## config.mk

```make
export PLATFORM = sky130hd
export DESIGN_NAME = segment_scan_driver
export DESIGN_NICKNAME = d
export VERILOG_FILES = /design/src/rtl/segment_scan_driver.sv
export SDC_FILE = /design/constraint.sdc
export NUM_CORES = 1
export LEC_CHECK = 0
export CORE_MARGIN = 2
export CORE_UTILIZATION = 35
export DETAILED_ROUTE_END_ITERATION = 8
export HOLD_SLACK_MARGIN = 0.02
export SYNTH_ARGS = -nofsm -noshare
export SYNTH_HDL_FRONTEND = slang
export SYNTH_SLANG_ARGS = --single-unit
```

## constraint.sdc

```tcl
create_clock -name clock -period 4.12 [get_ports clock]
set_clock_uncertainty 0.1 [all_clocks]
set_input_delay 0.618 -clock clock [delete_from_list [all_inputs] [get_ports clock]]
set_output_delay 0.618 -clock clock [all_outputs]
set_load 0.02 [all_outputs]
```

## src/rtl/segment_scan_driver.sv

```systemverilog
// Scans a 16-bit snapshot as four hex digits onto one common-anode 7-segment bank.
// A new snapshot is held pending and committed only at a scan-frame boundary, so the digits never tear.
module segment_scan_driver #(
  parameter int unsigned REFRESH_DIV = 50000
) (
  input  logic       clock,
  input  logic       clear,
  input  logic       load,
  input  logic [3:0] first_segment,
  input  logic [3:0] second_segment,
  input  logic [7:0] read_address,
  input  logic       blank_zero,
  output logic [3:0] anode,
  output logic [6:0] cathode,
  output logic       dp,
  output logic       pending
);

  localparam int unsigned PW = (REFRESH_DIV > 2) ? $clog2(REFRESH_DIV) : 1;
  localparam logic [PW-1:0] LAST = PW'(REFRESH_DIV - 1);

  logic [PW-1:0] prescale_q, prescale_d;
  logic [1:0]    index_q, index_d;
  logic [15:0]   display_q, display_d;
  logic [15:0]   buffer_q, buffer_d;
  logic          pending_q, pending_d;
  logic [3:0]    anode_q, anode_d;
  logic [6:0]    cathode_q, cathode_d;
  logic          dp_q, dp_d;

  logic          tick;
  logic          frame_start;
  logic [1:0]    slot;
  logic [3:0]    nibble;

  function automatic logic [6:0] hex7seg(input logic [3:0] v);
    logic [6:0] seg;
    seg = 7'h7F;
    case (v)
      4'h0: seg = 7'h40;
      4'h1: seg = 7'h79;
      4'h2: seg = 7'h24;
      4'h3: seg = 7'h30;
      4'h4: seg = 7'h19;
      4'h5: seg = 7'h12;
      4'h6: seg = 7'h02;
      4'h7: seg = 7'h78;
      4'h8: seg = 7'h00;
      4'h9: seg = 7'h10;
      4'hA: seg = 7'h08;
      4'hB: seg = 7'h03;
      4'hC: seg = 7'h46;
      4'hD: seg = 7'h21;
      4'hE: seg = 7'h06;
      4'hF: seg = 7'h0E;
    endcase
    return seg;
  endfunction

  always_comb begin
    tick        = (prescale_q == LAST);
    prescale_d  = tick ? '0 : prescale_q + 1'b1;
    index_d     = tick ? index_q + 2'd1 : index_q;
    frame_start = tick && (index_q == 2'd3);
    // The output stage registers the slot that becomes current after this tick.
    slot        = index_q + 2'd1;
    nibble      = display_q[{slot, 2'b00} +: 4];

    display_d = display_q;
    buffer_d  = buffer_q;
    pending_d = pending_q;
    if (frame_start && pending_q) begin
      display_d = buffer_q;
      pending_d = 1'b0;
    end
    // A load on the boundary still commits the old buffer and keeps the new sample pending.
    if (load) begin
      buffer_d  = {read_address, first_segment, second_segment};
      pending_d = 1'b1;
    end

    anode_d   = anode_q;
    cathode_d = cathode_q;
    dp_d      = dp_q;
    if (tick) begin
      anode_d   = ~(4'b0001 << slot);
      cathode_d = (slot == 2'd3 && blank_zero && nibble == 4'h0) ? 7'h7F : hex7seg(nibble);
      dp_d      = (slot != 2'd2);
    end
  end

  always_ff @(posedge clock or negedge clear) begin
    if (!clear) begin
      prescale_q <= '0;
      index_q    <= 2'd0;
      display_q  <= 16'h0000;
      buffer_q   <= 16'h0000;
      pending_q  <= 1'b0;
      anode_q    <= 4'hF;
      cathode_q  <= 7'h7F;
      dp_q       <= 1'b1;
    end else begin
      prescale_q <= prescale_d;
      index_q    <= index_d;
      display_q  <= display_d;
      buffer_q   <= buffer_d;
      pending_q  <= pending_d;
      anode_q    <= anode_d;
      cathode_q  <= cathode_d;
      dp_q       <= dp_d;
    end
  end

  assign anode   = anode_q;
  assign cathode = cathode_q;
  assign dp      = dp_q;
  assign pending = pending_q;

endmodule

```

# Word level (Yosys, flattened, before mapping)
# Memory sizes are Yosys's and may differ from the RTL's.
# Cells that the tools add are included.
[classes]
n_addsub = 2
n_eq_ne = 4
shift = 2
n_mux = 4
bitwise_logic = 1
n_reduce_logical = 6
[ops]
columns = ["cell", "n"]
rows = [
  ["$add A16 B1 Y16 const B", 1],
  ["$eq A16 B16 Y1 const B", 1],
  ["$mux W16", 1],
  ["$shiftx A16 B5 Y4", 1],
  ["$mux W7", 1],
  ["$eq A2 B2 Y1 const B", 2],
  ["$logic_and A1 B1 Y1", 4],
  ["$logic_not A4 Y1", 1],
  ["$not A4 Y4", 1],
  ["$shl A1 B2 Y4 const A", 1],
  ["$add A2 B1 Y2 const B", 1],
  ["$mux W1", 2],
  ["$ne A2 B2 Y1 const B", 1],
  ["$reduce_bool A2 Y1", 1],
]
[totals]
regBits = 63
romBits = 112
out_inout_bits = 13
elab_cells = 28
mem_count = 1
[mem_list]
columns = ["name", "depth", "word_bits", "read_ports", "rd_ports_with_merged_regs", "wr", "line_no", "text"]
rows = [
  ["(name not given)", 16, 7, 1, 0, 0, "39", "case (v)"],
]

# Longest topological paths before layout
[depth]
word_depth = 5
ltp_mapped = 11
depth_no_buf = 9

# Worst setup path after synthesis
# Ideal clock, no wire load.
[synth_timing]
path_type = "register -> register"
startpoint = "register index_q[0]"
endpoint = "register cathode_q[2] (netlist: cathode[2])"
arrival_time_ps = 2577
t_required_ps = 3938
setup_slack_ps = 1360
stages_incl_launch_ff = 12
path_buffers = 2
period_less_slack_ps = 2760
cell_sequence = "dfrtp_1 > buf_2 > inv_1 > ha_1 > clkbuf_2 > mux4_2 > inv_1 > ha_1 > and3_1 > or2_2 > a22o_1 > mux2_2"
[synth_via]
elab_chain_len = 5
[synth_rtl]
columns = ["element", "line_no", "text"]
rows = [
  ["start, declared", "23", "logic [1:0] index_q, index_d;"],
  ["start signal, assigned", "104", "index_q <= index_d;"],
  ["$add A2 B1 Y2 (*)", "66", "slot = index_q + 2'd1;"],
  ["net slot[0]", "33", "logic [1:0] slot;"],
  ["branches (longest 3 deep; another with $mem_v2 Z16 W7)", "-", ""],
  ["$mux W7 (*)", "87", "cathode_d = (slot == 2'd3 && blank_zero && nibble == 4'h0) ? 7'h7F : hex7seg(nibble);"],
  ["end signal, assigned", "109", "cathode_q <= cathode_d;"],
  ["end, declared", "28", "logic [6:0] cathode_q, cathode_d;"],
]
# Mark *: on every way through the listed nets, which the timed path passes.
# A chain may end at the register's enable or synchronous reset.

# Final worst setup path
# Same ends and word-level chain as after synthesis.

==> out/summary.log <==
qor: run_status.run_status completed
qor: placed_design.numPortBuffers 32
qor: clock_network.post-cts-setup-buffers 0
qor: critical_path.crit_path_start_kind flip-flop
qor: timing.timing_max_transition_violations_final 0
qor: final_layout.area_delta_synth_final 19.6%
qor: timing.finalHoldViolations 0
qor: final_layout.layout.cells.most_common_list dfrtp_1 (51), clkdlybuf4s50_1 (31), mux2_2 (26)
qor: detailed_routing.drtAntennaViolNets 0
qor: clock_network.cts.hold.buffers_added 0
qor: detailed_routing.post-route-drc-count 0
qor: final_layout.multiInputGateArea 0.00132 sq mm
qor: yosys.post_synth_inst_count 233
qor: timing.period_share 0.728
qor: timing.report.final.setup_viol 0
qor: clock_network.clk_root_buffer_cell clkbuf_8
qor: detailed_routing.drt_pre_antenna_iters 4
qor: yosys.netlist_area 0.00296 sq mm
qor: yosys.syn_avg_cell_area 12.7 sq um
qor: final_layout.drive_gt1_frac 0.242
qor: power.pwr-share-comb 0.043
qor: timing.tns 0 ps
qor: critical_path.critical_path_peak_fanout 8
qor: clock_network.clock_tree_buf_depth 2
qor: grt.antenna_found_initial 0
qor: yosys.synth_seq_area_share 0.528
qor: placed_design.routabilityCongestion 0.748
qor: final_layout.final-seq-area 0.00157 sq mm
qor: floorplan.y_dimension_of_the_die 96.0 um
qor: final_layout.layout.cells.most_common dfrtp_1
qor: floorplan.top_level_ports 33
qor: clock_network.clock_buffer_count_from_cts 9
qor: timing.fmax 0.334 GHz
qor: floorplan.initial_utilization 0.361
qor: floorplan.full_die_area 0.00922 sq mm
qor: placed_design.detailedPlacementHpwl 3860 um
qor: grt.groute.usage.overall 0.135
qor: timing.rsz_0062_raised_after_global_routing false
qor: grt.first_global_vias 1,900
qor: clock_network.clk-insertion-delay-late 330 ps
qor: run.max-cap-violations 0
qor: final_layout.share_of_the_core_filled_with_cells 0.431
qor: floorplan.core 0.00822 sq mm
qor: yosys.post_synthesis_net_count 264
qor: clock_network.cts_tree built
qor: grt.global_route_total_overflow 0
qor: detailed_routing.num_vias 1,862
qor: power.internal-power 0.000873 W
qor: timing.worst_pin_slew 912 ps
qor: detailed_routing.routed_wirelength 5300 um
qor: clock_network.clkTransAtPathRegs 70 ps
qor: power.switching_component_of_the_power 0.000271 W
qor: yosys.synth_ff_type dfrtp_1
qor: final_layout.design.final.nets 299
qor: power.power.static_leakage 1.53 nW
qor: power.power_density 323 mW/mm^2
qor: detailed_routing.route.detailed.vias_per_inst 4.93
qor: grt.grt_start_max_net_pins 42
qor: yosys.synth_seq_cells 62
qor: floorplan.fp-row-count 33
qor: power.power.sequential.fraction 0.553
qor: final_layout.number_of_filler_instances_in_the_final_layout 796
qor: critical_path.critical_path_required 4290 ps
qor: power.vdd_drop_max 0.190 mV
qor: critical_path.setup.worst_path.class flip-flop to flip-flop
qor: clock_network.cts.sinks 62
qor: detailed_routing.wl_per_cell 14.0 um
qor: grt.global_route_wire_length_before_repair 9370 um
qor: power.fraction_of_power_spent_switching_nets 0.237
qor: yosys.asyncSetResetFlopFracSynth 1.00
qor: clock_network.postCtsResizedCells 0
qor: final_layout.antenna_cells 0
qor: timing.fin_crit 3000 ps
qor: min_path.hold_class primary input to asynchronous set/reset pin
qor: timing.timing.max_slew.rel_slack 0.392
qor: yosys.synth-edff-count 0
qor: yosys.number_of_distinct_library_cells_after_synthesis 41
qor: power.clock_group_share_of_total_power 0.404
qor: critical_path.crit_path_end_kind flip-flop
qor: detailed_routing.dr.first_iter.drc_count 72
qor: floorplan.die_w 96.0 um
qor: yosys.yosys_warnings 0
qor: clock_network.cts_max_level 3
qor: critical_path.critPathArrivalTime 3170 ps
sequential cells by signal, indices dropped and copies added, names as in the netlist:
| name | count |
|---|---|
| prescale_q | 16 |
| buffer_q | 16 |
| display_q | 16 |
| cathode | 7 |
| index_q | 2 |
| pending | 1 |
| anode | 4 |
synthesized netlist by cell type, types with 4 or more instances:
| master | n | area [sq um] |
|---|---|---|
| mux2_1 | 10 | 113 |
| xnor2_1 | 7 | 61.3 |
| ha_1 | 11 | 138 |
| inv_1 | 7 | 26.3 |
| o21ai_0 | 5 | 25.0 |
| a21oi_1 | 4 | 20.0 |
| mux4_2 | 6 | 135 |
| nor2_1 | 19 | 71.3 |
| nand2_1 | 11 | 41.3 |
| nor2b_1 | 4 | 25.0 |
| dfstp_2 | 11 | 289 |
| xor2_1 | 6 | 52.6 |
| mux2_2 | 26 | 293 |
| dfrtp_1 | 51 | 1280 |
| clkbuf_1 | 4 | 15.0 |
| nand4_1 | 5 | 31.3 |
| and3_1 | 6 | 37.5 |
| nand3_1 | 4 | 20.0 |
critical path, cell delays in order, from the launching register on:
cell     delay [ps]
dfrtp_1         570
inv_1           200
ha_1            480
mux4_2          310
inv_1           110
ha_1            240
and3_1          220
or2_2           280
a22o_1          170
mux2_2          250
metrics by stage:
step                hold WS (ps)  power [W]  cells  worst slack, ps  cell area (sq um)
floorplan                    222   0.000660    233             1360               2960
global route                 371    0.00120    378              888               3540
global placement             335   0.000694    362             1240               3370
detailed placement           349   0.000695    362             1130               3370
CTS                          335    0.00117    378             1120               3540
finish                       304    0.00114    378             1120               3540
layout make-up:
cell class,count,share of cell area
multi-input combinational,154,0.371
sequential,62,0.442
clock buffer,9,0.0349
timing repair buffer,34,0.0932
tap,105,0.0371
inverter,7,0.00741
clock inverter,7,0.0145
kinds of logic (layout without fill, tap and decap cells):
family	after synthesis	count (layout)	synth area share
AND/OR/NAND/NOR	63	63	0.120
flip-flops	62	62	0.528
multiplexers	45	45	0.193
AO/OA/AOI/OAI	22	22	0.0473
buffers and inverters	17	57	0.0274
XOR/XNOR	13	13	0.0384
adder cells (fa/ha/maj)	11	11	0.0465
layer usage:
layer  GRT usage  vias up  wire (um)
li1            -      901          -
met1       0.164      917       2440
met2       0.222       38       2570
met3      0.0454        6        238
met4      0.0500        0         59
met5           0        -          0
power groups by stage:
stage	registers (W)	logic (W)	clock network (W)
after CTS	0.000633	0.0000513	0.000484
after floorplan	0.000641	0.0000191	0
after detailed placement	0.000644	0.0000511	0
final	0.000632	0.0000493	0.000461
after global placement	0.000644	0.0000502	0
after global routing	0.000634	0.0000554	0.000512
final timing paths:
kind                                from              to  slack [ps]  depth (start not counted)
setup / recovery              index_q[0]      cathode[2]        1120                          9
hold / removal                     clear  prescale_q[11]         300                          1
setup reg to reg              index_q[0]      cathode[2]        1120                          9
hold reg to reg            prescale_q[0]   prescale_q[0]         360                          1
max in group asynchronous          clear        anode[0]        2730                          2
min in group clock         prescale_q[0]   prescale_q[0]         360                          1
Power figures use the tool's default switching activity.
==> variant 1 (config.mk and constraints unchanged) <==
Register the output `cathode` once more; this adds one clock of latency there. The other outputs are not delayed to match.
--- a/src/rtl/segment_scan_driver.sv
+++ b/src/rtl/segment_scan_driver.sv
@@ -112,7 +112,9 @@
   end
 
   assign anode   = anode_q;
-  assign cathode = cathode_q;
+  always_ff @(posedge clock) begin
+    cathode <= cathode_q;
+  end
   assign dp      = dp_q;
   assign pending = pending_q;
 
Formal check against the unedited RTL: not equivalent (Yosys sat finds a counterexample within 4 cycles, from zero or initial values).
==> variant 1 against the unedited design <==
  * Area after synthesis is 2.3% higher
  * Total power rose by 19%
  * Worst setup slack gained 350 ps
  * Via count up 0.27%
  * Cell area up 2.7%
  * Final cell count is 2.9% higher
  * Wire length shrank 1.8%
  * Sequential cell count is 7 higher
  * Critical path depth is the same
  * Critical path type unchanged
==> variant 1: results (changes against the unedited design) <==
status:
  status: "completed"
drt:
  routed_via_density: 4.80  # -2.6%
  initialDrtViolationCount: 68  # -5.6%
  avgRoutedWirePerCell_um: 13.4  # -4.6%
  wl_um: 5210  # -1.8%
critical_path:
  r2r_end: "cathode_q[0]$_DFFE_PN1N_"
  crit_family: "adder cells"
  arrival_ps: 2830  # -340 ps
  crit_start: "index_q[0]$_DFFE_PN0N_"
  max_stage_delay_ps: 540  # -30 ps
  crit_fanout: 7  # -1
  rrSetupSlack_ps: 1470  # +350 ps
placed_design:
  placed_cells: 373  # +3.0%
  place_area_um2: 3420  # +1.4%
  dp_hpwl_um: 3700  # -4.0%
  gp_congestion: 0.859  # +15%
yosys:
  synth_area_per_cell_um2: 12.3  # -3.1%
  ys_async_sr_fraction_pct: 89.9  # -10 points
  synth_nets: 277  # +4.9%
  ys_seq_area_share_pct: 56.3  # +3.4 points
  synth_area_leaders: "dfrtp_1, mux2_2, dfstp_2"
  synth.distinct_cells: 36  # -12%
  synth.top_cells.by_count: "dfrtp_1, mux2_2, nor2_1"
pwr:
  switching_share_pct: 20.9  # -2.7 points
  vdd_drop_max_uv: 145  # -24%
  powerSeq_uw: 700  # +11%
  pg_clk_uw: 613  # +33%
  p_leak_nw: 1.50  # -1.9%
layout:
  nNetsFinal: 310  # +3.7%
  post_route_cells_drive_above_1_share_pct: 24.3  # +0.12 points
  nFillCells: 774  # -2.8%
  top_regs: "buffer_q: 16 flops, display_q: 16 flops, prescale_q: 16 flops"
clock_tree:
  clock_latency_ps: 350  # +20 ps
  cts_buffers: 9  # unchanged
global_routing:
  grt_first_pass_wirelength_um: 9340  # -0.37%
  first_global_vias: 1933  # +1.7%
  grt_max_degree: 46  # +9.5%
  grt.total_usage_pct: 12.5  # -0.96 points
sta:
  worst_slew_pin_slew_ps: 999  # +87.5 ps
hold_path:
  min_path_type: "reg2reg"
  min_to: "cathode[4]$_DFF_P_"
## variant 1: final cells by class
cell class	instances	area, um^2	area share [%]
Timing Repair Buffer	33	323	8.87
Sequential cell	69	1710	46.9
Multi-Input combinational cell	156	1220	33.5
Clock buffer	10	138	3.78
Inverter	10	37.5	1.03
Tap cell	105	131	3.61
Clock inverter	6	86.3	2.37
## variant 1: layer usage
layer  vias up  GRT usage, %  part of all wire (%)
met5         -             0                     0
met4         0          4.23                   1.2
met3         8          5.32                   5.2
met2        35          19.7                    47
met1       903          15.7                    47
li1        921             -                     -
## variant 1: worst max path at each step
stage               cells past startpoint                        to
finish                                  9  cathode_q[0]$_DFFE_PN1N_
global route                            9  cathode_q[5]$_DFFE_PN1N_
CTS                                     9  cathode_q[5]$_DFFE_PN1N_
detailed placement                      9  cathode_q[5]$_DFFE_PN1N_
global placement                        9  cathode_q[5]$_DFFE_PN1N_
floorplan                              10  cathode_q[5]$_DFFE_PN1N_
## variant 1: through the flow
stage	power (mW)	setup slack [ps]	hold slack (ps)	utilization (%)
2_1_floorplan	0.729	1790	222	-
3_3_place_gp	0.764	1570	298	41.2
3_5_place_dp	0.765	1470	299	41.2
4_1_cts	1.39	1460	309	43.9
5_1_grt	1.43	1170	318	43.9
6_report	1.36	1470	307	43.9
## variant 1: kinds of logic (layout without fill, tap and decap cells)
family / after synthesis / after routing / share of synthesized area, %
AOI/OAI and AO/OA: 24 / 24 / 4.58
xor gates and xnor gates: 14 / 14 / 4.04
and+or+nand+nor: 67 / 67 / 10.9
buffers and inverters: 21 / 59 / 3.55
adders and majority gates: 11 / 11 / 4.54
muxes: 40 / 40 / 16.2
DFF: 69 / 69 / 56.3
==> variant 2 (same settings) <==
Without the edit above. The parameter `REFRESH_DIV` goes from 50000 to 25000.
--- a/src/rtl/segment_scan_driver.sv
+++ b/src/rtl/segment_scan_driver.sv
@@ -1,7 +1,7 @@
 // Scans a 16-bit snapshot as four hex digits onto one common-anode 7-segment bank.
 // A new snapshot is held pending and committed only at a scan-frame boundary, so the digits never tear.
 module segment_scan_driver #(
-  parameter int unsigned REFRESH_DIV = 50000
+  parameter int unsigned REFRESH_DIV = 25000
 ) (
   input  logic       clock,
   input  logic       clear,
Behaviour: no difference found for any inputs over 10 cycles, from zero or initial values; that may be too few to reach the edited logic, so the function may still have changed.
==> variant 2 against the unedited design <==
  * Combinational power fell by 0.8%
  * Sequential power shrank 1%
  * Sequential cell count shrank 1
  * Clock power rose by 13%
  * Area after synthesis shrank 3.3%
  * Worst setup slack gained 200 ps
  * Non-clock buffer count unchanged
  * Total power is 4.3% higher
  * Cell area is 2.6% lower
  * Critical path depth decreased by 4
  * Wire length shrank 5.6%
  * Critical path type unchanged
  * Largest cell class unchanged
==> variant 2: results (changes against the unedited design) <==
pwr:
  p_leak_nw: 1.45  # -5.2%
  vdd_drop_max_uv: 185  # -2.8%
  switching_share_pct: 21.1  # -2.6 points
status:
  status: "completed"
critical_path:
  slowest_stage: "and3_1"
  crit_fanout: 21  # +13
  reg2regPathDepth: 5  # -4
  max_stage_delay_ps: 660  # +90 ps
  arrival_ps: 2910  # -260 ps
  crit_family: "simple AND/OR/NAND/NOR gates"
  rrSetupSlack_ps: 1320  # +200 ps
yosys:
  ys_seq_area_share_pct: 53.8  # +0.95 points
  synth.distinct_cells: 39  # -4.9%
  synth_area_leaders: "dfrtp_1, dfstp_2, mux2_2"
  synth_compound_area_share_pct: 5.68  # +0.95 points
  yosys-mux-area-fraction_pct: 18.7  # -0.56 points
  synth_cells: 231  # -0.86%
  yosys.area_share.adder_pct: 4.81  # +0.16 points
  synth.top_cells.by_count: "dfrtp_1, nor2_1, mux2_2"
  synth_nets: 262  # -0.76%
clock_tree:
  clk_pin_slew_ps: 70  # about the same
  cts_buffer_depth: 2  # unchanged
global_routing:
  grt.total_usage_pct: 13.1  # -0.42 points
  grt_first_pass_wirelength_um: 8800  # -6.0%
  use_met3_pct: 5.27  # +0.73 points
  use_met1_pct: 17.0  # +0.57 points
  grt_max_degree: 36  # -14%
  met2_usage_pct: 19.3  # -2.9 points
drt:
  wl_um: 5010  # -5.6%
  highest_layer: "met4"
  wl_met3_um: 248  # +4.2%
  met1_length_um: 2420  # -0.57%
  routed-wl-met2_um: 2250  # -12%
  via_count: 1777  # -4.6%
  avgRoutedWirePerCell_um: 13.5  # -3.8%
layout:
  nNetsFinal: 295  # -1.3%
  nFillCells: 790  # -0.75%
  post_route_cells_drive_above_1_share_pct: 19.7  # -4.5 points
  top_regs: "buffer_q: 16 flops, display_q: 16 flops, prescale_q: 15 flops"
placed_design:
  placed_cells: 355  # -1.9%
  gp_congestion: 0.750  # +0.16%
sta:
  max_slew_margin_pct: 49.6  # +10 points
variant 2: changes by cell type in the layout (fill, tap and decap cells not counted), sizes merged, moves of 4 or more:
| cell | delta |
|---|---|
| a21oi | +4 |
| clkbuf | +4 |
| clkinv | -5 |
| nand4 | -4 |
| nor2b | -4 |
variant 2: path summary, 6_finish.rpt:
| check | from | endpoint |
|---|---|---|
| hold reg to reg | display_q[13]$_DFFE_PN0P_ | display_q[13]$_DFFE_PN0P_ |
| setup / recovery | prescale_q[4]$_DFF_PN0_ | display_q[0]$_DFFE_PN0P_ |
| min in group clock | display_q[13]$_DFFE_PN0P_ | display_q[13]$_DFFE_PN0P_ |
| hold / removal | clear | display_q[5]$_DFFE_PN0P_ |
| max in group asynchronous | clear | anode[0]$_DFFE_PN1N_ |
| setup reg to reg | prescale_q[4]$_DFF_PN0_ | display_q[0]$_DFFE_PN0P_ |
variant 2: power by group through the flow:
stage                     sequential, mW  clock [mW]  combinational [mW]
final                              0.624       0.520              0.0489
after global routing               0.626       0.570              0.0551
after CTS                          0.624       0.540              0.0511
after detailed placement           0.635           0              0.0512
after global placement             0.634           0              0.0500
after floorplan                    0.631           0              0.0191
variant 2: final cells by class:
cell class	count	area share, %
Multi-Input combinational cell	150	35.6
Sequential cell	61	44.6
Tap cell	102	3.70
Timing Repair Buffer	34	9.57
Clock buffer	13	4.31
Inverter	8	0.870
Clock inverter	3	1.30
variant 2: metrics by stage:
stage	hold WS [ps]	instance area [um^2]	util (%)	power [mW]	setup slack (ps)
floorplan	222	2860	-	0.650	1620
global placement	363	3260	41.5	0.685	1350
detailed placement	374	3260	41.5	0.686	1290
CTS	280	3450	44.0	1.21	1280
global route	306	3450	44.0	1.25	1110
finish	256	3450	44.0	1.19	1320
